==> src/rtl/minisrc_alu_pkg.sv <==
// Shared types and constants for the nibble-serial adder:
// FSM state encoding and the nibble width.
package minisrc_alu_pkg;

  localparam int NIBBLE_W = 4;

  typedef enum logic [1:0] {
    IDLE = 2'd0,
    RUN  = 2'd1,
    DONE = 2'd2
  } state_t;

endpackage

==> src/rtl/nibble_serial_adder_cla4_slice.sv <==
// Combinational 4-bit carry-lookahead slice. c3 is the carry into bit 3,
// g/p are the group generate/propagate of the whole nibble.
module cla4_slice (
  input  logic [3:0] x,
  input  logic [3:0] y,
  input  logic       c_in,
  output logic [3:0] s,
  output logic       c_out,
  output logic       c3,
  output logic       g,
  output logic       p
);

  logic [3:0] w_gi;
  logic [3:0] w_pi;
  logic       w_c1;
  logic       w_c2;

  assign w_gi = x & y;
  assign w_pi = x ^ y;

  assign w_c1 = w_gi[0] | (w_pi[0] & c_in);
  assign w_c2 = w_gi[1] | (w_pi[1] & w_gi[0]) | (w_pi[1] & w_pi[0] & c_in);
  assign c3   = w_gi[2] | (w_pi[2] & w_gi[1]) | (w_pi[2] & w_pi[1] & w_gi[0])
              | (w_pi[2] & w_pi[1] & w_pi[0] & c_in);

  assign g = w_gi[3] | (w_pi[3] & w_gi[2]) | (w_pi[3] & w_pi[2] & w_gi[1])
           | (w_pi[3] & w_pi[2] & w_pi[1] & w_gi[0]);
  assign p = &w_pi;

  assign c_out = g | (p & c_in);
  assign s     = w_pi ^ {c3, w_c2, w_c1, c_in};

endmodule

==> src/rtl/nibble_serial_adder.sv <==
// Nibble-serial add/subtract using one time-shared 4-bit CLA slice.
// Define NIBBLE_ADD_OVF_EN to add the signed-overflow output ovf.
//
// state | meaning
// IDLE  | waiting for a request, in_ready high
// RUN   | one nibble per cycle through the slice, LSB nibble first
// DONE  | result held until out_ready
module nibble_serial_adder
  import minisrc_alu_pkg::*;
#(
  parameter int WIDTH = 32
) (
  input  logic             clk,
  input  logic             clr_n,
  input  logic             in_valid,
  output logic             in_ready,
  input  logic [WIDTH-1:0] a,
  input  logic [WIDTH-1:0] b,
  input  logic             sub,
  output logic             out_valid,
  input  logic             out_ready,
  output logic [WIDTH-1:0] sum,
  output logic             c_out
`ifdef NIBBLE_ADD_OVF_EN
  ,
  output logic             ovf
`endif
);

  localparam int NIB = WIDTH / NIBBLE_W;
  localparam int CW  = (NIB > 1) ? $clog2(NIB) : 1;
  localparam logic [CW-1:0] LAST_STEP = CW'(NIB - 1);

  state_t           r_state;
  state_t           w_state_nxt;
  logic [WIDTH-1:0] r_opa;
  logic [WIDTH-1:0] r_opb;
  logic [WIDTH-1:0] r_sum;
  logic             r_carry;
  logic [CW-1:0]    r_step;

  logic             w_accept;
  logic             w_last;
  logic             w_in_ready;
  logic             w_out_valid;
  logic [3:0]       w_s;
  logic             w_cout;
  logic             w_c3;
  logic             w_grp_g_unused;
  logic             w_grp_p_unused;

  cla4_slice u_slice (
    .x     (r_opa[NIBBLE_W-1:0]),
    .y     (r_opb[NIBBLE_W-1:0]),
    .c_in  (r_carry),
    .s     (w_s),
    .c_out (w_cout),
    .c3    (w_c3),
    .g     (w_grp_g_unused),
    .p     (w_grp_p_unused)
  );

  always_comb begin
    w_state_nxt = r_state;
    w_accept    = 1'b0;
    w_last      = 1'b0;
    unique case (r_state)
      IDLE: begin
        if (in_valid) begin
          w_state_nxt = RUN;
          w_accept    = 1'b1;
        end
      end
      RUN: begin
        if (r_step == LAST_STEP) begin
          w_state_nxt = DONE;
          w_last      = 1'b1;
        end
      end
      DONE: begin
        if (out_ready) w_state_nxt = IDLE;
      end
      default: w_state_nxt = IDLE;
    endcase
  end

  // Handshake outputs are forced low while clr_n is asserted.
  always_comb begin
    w_in_ready  = 1'b0;
    w_out_valid = 1'b0;
    if (clr_n) begin
      w_in_ready  = (r_state == IDLE);
      w_out_valid = (r_state == DONE);
    end
  end

  always_ff @(posedge clk) begin
    if (!clr_n) begin
      r_state <= IDLE;
      r_opa   <= '0;
      r_opb   <= '0;
      r_sum   <= '0;
      r_carry <= 1'b0;
      r_step  <= '0;
    end else begin
      r_state <= w_state_nxt;
      if (w_accept) begin
        r_opa   <= a;
        r_opb   <= sub ? ~b : b;
        r_carry <= sub;
        r_step  <= '0;
      end else if (r_state == RUN) begin
        r_sum   <= {w_s, r_sum[WIDTH-1:NIBBLE_W]};
        r_carry <= w_cout;
        r_opa   <= r_opa >> NIBBLE_W;
        r_opb   <= r_opb >> NIBBLE_W;
        r_step  <= r_step + CW'(1);
      end
    end
  end

`ifdef NIBBLE_ADD_OVF_EN
  logic r_ovf;

  // Overflow is carry into the sign bit XOR carry out of it, taken on the last step.
  always_ff @(posedge clk) begin
    if (!clr_n) begin
      r_ovf <= 1'b0;
    end else if (w_last) begin
      r_ovf <= w_c3 ^ w_cout;
    end
  end

  assign ovf = r_ovf;
`endif

  assign in_ready  = w_in_ready;
  assign out_valid = w_out_valid;
  assign sum       = r_sum;
  assign c_out     = r_carry;

endmodule

==> config.mk <==
export PLATFORM = sky130hd
export DESIGN_NAME = nibble_serial_adder
export DESIGN_NICKNAME = d
export VERILOG_FILES = /design/src/rtl/minisrc_alu_pkg.sv /design/src/rtl/nibble_serial_adder_cla4_slice.sv /design/src/rtl/nibble_serial_adder.sv
export SDC_FILE = /design/constraint.sdc
export NUM_CORES = 1
export LEC_CHECK = 0
export ABC_AREA = 0
export BUFFER_PORTS_ARGS = -buffer_cell sky130_fd_sc_hd__buf_2
export CAP_MARGIN = 20
export CORE_UTILIZATION = 48
export CTS_CLUSTER_DIAMETER = 80
export CTS_CLUSTER_SIZE = 25
export DETAILED_ROUTE_END_ITERATION = 8
export MAX_ROUTING_LAYER = met4
export PLACE_DENSITY = 0.74
export SYNTH_ARGS = -nofsm -noshare
export SYNTH_HDL_FRONTEND = slang
export SYNTH_SLANG_ARGS = --single-unit
==> constraint.sdc <==
create_clock -name clk -period 1.6 [get_ports clk]
set_clock_uncertainty 0.15 [all_clocks]
set_input_delay 0.32 -clock clk [delete_from_list [all_inputs] [get_ports clk]]
set_output_delay 0.32 -clock clk [all_outputs]
set_load 0.01 [all_outputs]
Yosys cells after proc, flatten, opt, wreduce, memory -nomap -nowiden. Cells that the tools add are included.

$add $sub $neg: 1. $mul: 0. Div/mod/pow operators: 0. Order comparisons: 0. Equal/unequal tests: 6. Shift operators: 0. Multiplexer cells: 15. Bitwise operators: 31. Reductions and logical operators: 6.

Operator list (number): $mux W32 (5); $not A32 Y32 (1); $and A1 B1 Y1 (15); $or A1 B1 Y1 (10); $xor A4 B4 Y4 (2); $mux W1 (6); $mux W2 (3); $ne A2 B2 Y1 const B (3); $pmux W2 S3 (1); $and A4 B4 Y4 (1); $reduce_and A4 Y1 (1); $add A3 B1 Y3 const B (1); $eq A3 B3 Y1 const B (1); $reduce_and A3 Y1 (1); $eq A2 B1 Y1 const B (1); $eq A2 B2 Y1 const B (1); $logic_not A2 Y1 (1); $not A1 Y1 (2); $reduce_and A2 Y1 (1); $reduce_bool A2 Y1 (1); $reduce_or A2 Y1 (1).

Flip-flop bits (word level): 102. Bits in latches: 0. Bits in writable memories: 0. ROM bits: 0. Input port bits: 69. Output and inout port bits: 35. Logic and storage cells: 65. Memories kept: 0.

Logic depth before layout (Yosys ltp).
Depth in word-level cells: 8. Mapped depth: 7. Gate-level depth less buffers: 5.

By module. From an unflattened synthesis, not the netlist that was laid out.

Cell total of the unflattened synthesis: 545. Area total of the unflattened synthesis: 4800.9 µm².

By module, submodules not included: nibble_serial_adder (times used 1, cells an instance 523, area an instance 4618.2 µm², sequential area each 2042.0 µm²); cla4_slice (times used 1, cells an instance 22, area an instance 182.7 µm², sequential area each 0.0 µm²).

Worst setup path before layout. OpenSTA, ideal clock, no wires.

Path type: register to output. From: reg r_state[0]. To: out out_valid. Arrival time: 1.045 ns. Data required time: 1.130 ns. Setup slack: 0.085 ns. Cell stages (with the launch flop): 5. Path buffers: 3. Cell sequence: dfxtp_1 buf_4 buf_2 buf_2 and3b_1.

Cells in the longest elaborated chain, start to end: 2.

Ends and longest elaborated chain: start, declared (RTL line nibble_serial_adder.sv:34) `state_t r_state;`; start signal, assigned (RTL line nibble_serial_adder.sv:106) `r_state <= w_state_nxt;`; $eq A2 B2 Y1 (RTL line nibble_serial_adder.sv:93) `w_out_valid = (r_state == DONE);`; $mux W1 (RTL line nibble_serial_adder.sv:91) `if (clr_n) begin`; end, declared (RTL line nibble_serial_adder.sv:20) `output logic out_valid,`.

Every way passes these cells.

Final worst setup path.
From: reg r_state[1]. To: reg r_sum[20], in the netlist sum[20].

Cells in the longest elaborated chain, start to end: 4. Elaborated cells between the ends (all ways): 5. Classes of those cells: eq/ne (1); mux (1); bitwise (1); reduce/logical (2).

Ends and longest elaborated chain: $logic_not A2 Y1 (RTL line nibble_serial_adder.sv:67) `unique case (r_state)`; $mux W1 (RTL line nibble_serial_adder.sv:67); $not A1 Y1 (no source line); $reduce_and A2 Y1 (no source line) (*); end signal, assigned (RTL line nibble_serial_adder.sv:113) `r_sum <= {w_s, r_sum[WIDTH-1:NIBBLE_W]};`; end, declared (RTL line nibble_serial_adder.sv:38) `logic [WIDTH-1:0] r_sum;`.

Every way passes the cells marked *; elsewhere a longest branch is shown, timed or not. A chain may end at the register's enable or synchronous reset.

==> metrics.yaml <==
first_global_vias: 3906
gr-usage-met1_pct: 29.67
netlist.area_leader.share_pct: 43.03
mostFrequentLayoutCells: "buf_2, dfxtp_1, nand2_1, xor2_1, nor2b_1"
slew_viol_final: 0
ir_drop_v: 0.0006841
pwr_density_cell_nw_per_um2: 889.8
yosysWarnings: 0
cts.path.max_buffers: 2
syn_area_sq_um: 4746
start_util_pct: 50.41
cts_buffers: 9
io_pins: 104
ctsRootBufferMaster: "clkbuf_8"
crit_end: "sum[20]"
vias: 4270
cts_tree: "done"
synth_ff_type: "dfxtp_1"
first_iter_violations: 223
r2r_slack_ns: -0.16
wl_per_cell_um: 15.45
ant_nets: 0
r2r_end: "sum[20]"
portBuffers: 103
critPathLaunch: "r_state[1]"
firstDrtPassIters: 5
gp_congestion: 0.8123
worstSkewPairLatency_ns: 0.35
start_kind: "flop"
leakage_nw: 2.614
die_h_um: 101.4
wl_um: 12130
ys_types: 37
path_class: "flop to flop"
hold_class: "input pin to flop"
status: "finished with violations"
via_per_inst: 5.439
syn_to_final_growth_pct: 29.79
tightestPinTransition_ns: 0.4172
busiest_layer: "met2"
grt_max_degree: 39
max_slew_margin_pct: 72.12
gr-total-overflow: 0
r2r.worst_path.cells: 8
fp.dieArea_sq_um: 10290
post-route-util_pct: 65.42
period_share_pct: 110.0
grt_pass1_wl_um: 18350
ys_seq_area_share_pct: 43.03
synthArstFlopShare_pct: 0
setup_ws_ns: -0.1596
synth_seq_cells: 102
hpwl_um: 6999
antenna_found_initial: 0
final_nets: 729
period_needed_ns: 1.760
grtUsageMet2_pct: 36.73
antenna_cells: 0
drive_gt1_share_pct: 35.52
crit_required_ns: 1.74
synth_area_leaders: "dfxtp_1, nand2_1, xor2_1"
drv_cap: 0
drc: 0
fmax_ghz: 0.5683
path_max_fanout: 5
core_area_sq_um: 9415
core.rowCount: 35
final_area_sq_um: 6160
rsz0062_at_grt: "yes"
setup_violations: 56
violations: "setup timing"
postSynthCellCount: 546
cp-end-kind: "flop"
htreeDepth: 3
grt.total_usage_pct: 23.06
synth_edf_count: 0
syn_nets: 622
reg2reg_from: "r_state[1]"
finalHoldViolations: 0
synth_area_per_cell_sq_um: 8.692
cts.clk_slew.worst_paths_ns: 0.10
arrival_ns: 1.90
synth_top_area_cell: "dfxtp_1"
cts.sinks: 102
met3_usage_pct: 5.590
final_common_cell: "buf_2"
die_x_um: 101.4
dpl_cell_area_sq_um: 5366
## worst max-delay path: stages, from the launching register on
cell and delay [ns]:
dfxtp_2 0.33, buf_6 0.12, buf_4 0.13, buf_6 0.12, and2b_4 0.32, buf_6 0.17
clkbuf_16 0.15, nand2_1 0.06, a21boi_1 0.14
## layer usage
layer  share of wire (%)  up-vias
met5                   0        -
met4                0.76        0
met3                 4.7        8
met2                  50      123
met1                  45     2035
li1                    -     2104
## flip-flops by register name, summed over array words and instances (netlist names)
signal	flops
r_state	2
sum	32
c_out	1
r_step	3
r_opa	32
r_opb	32
## how the worst min path moves through the flow
stage | from | endpoint | slack, ns | cells after the start
final | a[30] | r_opa[30] | 0.08 | 3
after global routing | a[30] | r_opa[30] | 0.1 | 3
after CTS | a[28] | r_opa[28] | 0.07 | 3
after detailed placement | r_opb[23] | r_opb[23] | 0.29 | 2
after global placement | r_opb[11] | r_opb[11] | 0.29 | 2
after floorplan | r_opb[10] | r_opb[10] | 0.27 | 2
## through the flow
step / TNS, ns / setup slack [ns] / power (mW) / hold slack [ns] / std cells
after floorplan: 0 / 0.08502 / 3.451 / 0.2749 / 546
after global placement: -6.903 / -0.2642 / 3.700 / 0.2851 / 746
after detailed placement: -8.322 / -0.2872 / 3.724 / 0.2949 / 746
after CTS: -3.090 / -0.1177 / 5.394 / 0.06718 / 774
after global routing: -6.879 / -0.2148 / 5.716 / 0.09676 / 785
final: -3.529 / -0.1596 / 5.481 / 0.08071 / 785
## final cells by class
cell class	instances	area [sq um]
Clock inverter	4	48.80
Timing Repair Buffer	146	1139
Clock buffer	10	137.6
Inverter	3	11.26
Tap cell	129	161.4
Fill cell	783	3256
Multi-Input combinational cell	391	2614
Sequential cell	102	2048
## power breakdown
part	internal (mW)	total, mW	switching [mW]
clock network	0.748	1.59	0.846
logic	0.548	1.08	0.536
registers	2.70	2.80	0.105
## cells by family after synthesis
group / Yosys count / share of synthesized area, %
buffers and inverters: 54 / 6.407
adders and majority gates: 7 / 2.004
xor gates and xnor gates: 34 / 6.275
and+or+nand+nor: 187 / 17.48
AOI/OAI and AO/OA: 162 / 24.81
DFF: 102 / 43.03
## what timing repair did
action,in CTS,in global routing
gates cloned,5,5
pin swaps,1,17
hold buffers,0,0
endpoints found under the setup margin,48,86
setup buffers,10,7
resized for setup,17,61
## cell usage after synthesis (2+ instances only)
cell type / instances
a21boi_0: 8
a21boi_1: 25
a21oi_1: 31
a22oi_1: 33
and2_1: 3
buf_2: 21
buf_4: 12
buf_6: 4
clkbuf_1: 14
dfxtp_1: 102
ha_1: 6
inv_1: 3
nand2_1: 99
nand2b_1: 2
nand3_1: 5
nand4b_1: 2
nor2_1: 38
nor2b_1: 34
o21ai_0: 8
o21ai_1: 21
o221a_1: 10
o221a_2: 18
xnor2_1: 2
xor2_1: 32
(Power assumes the default switching activity.)
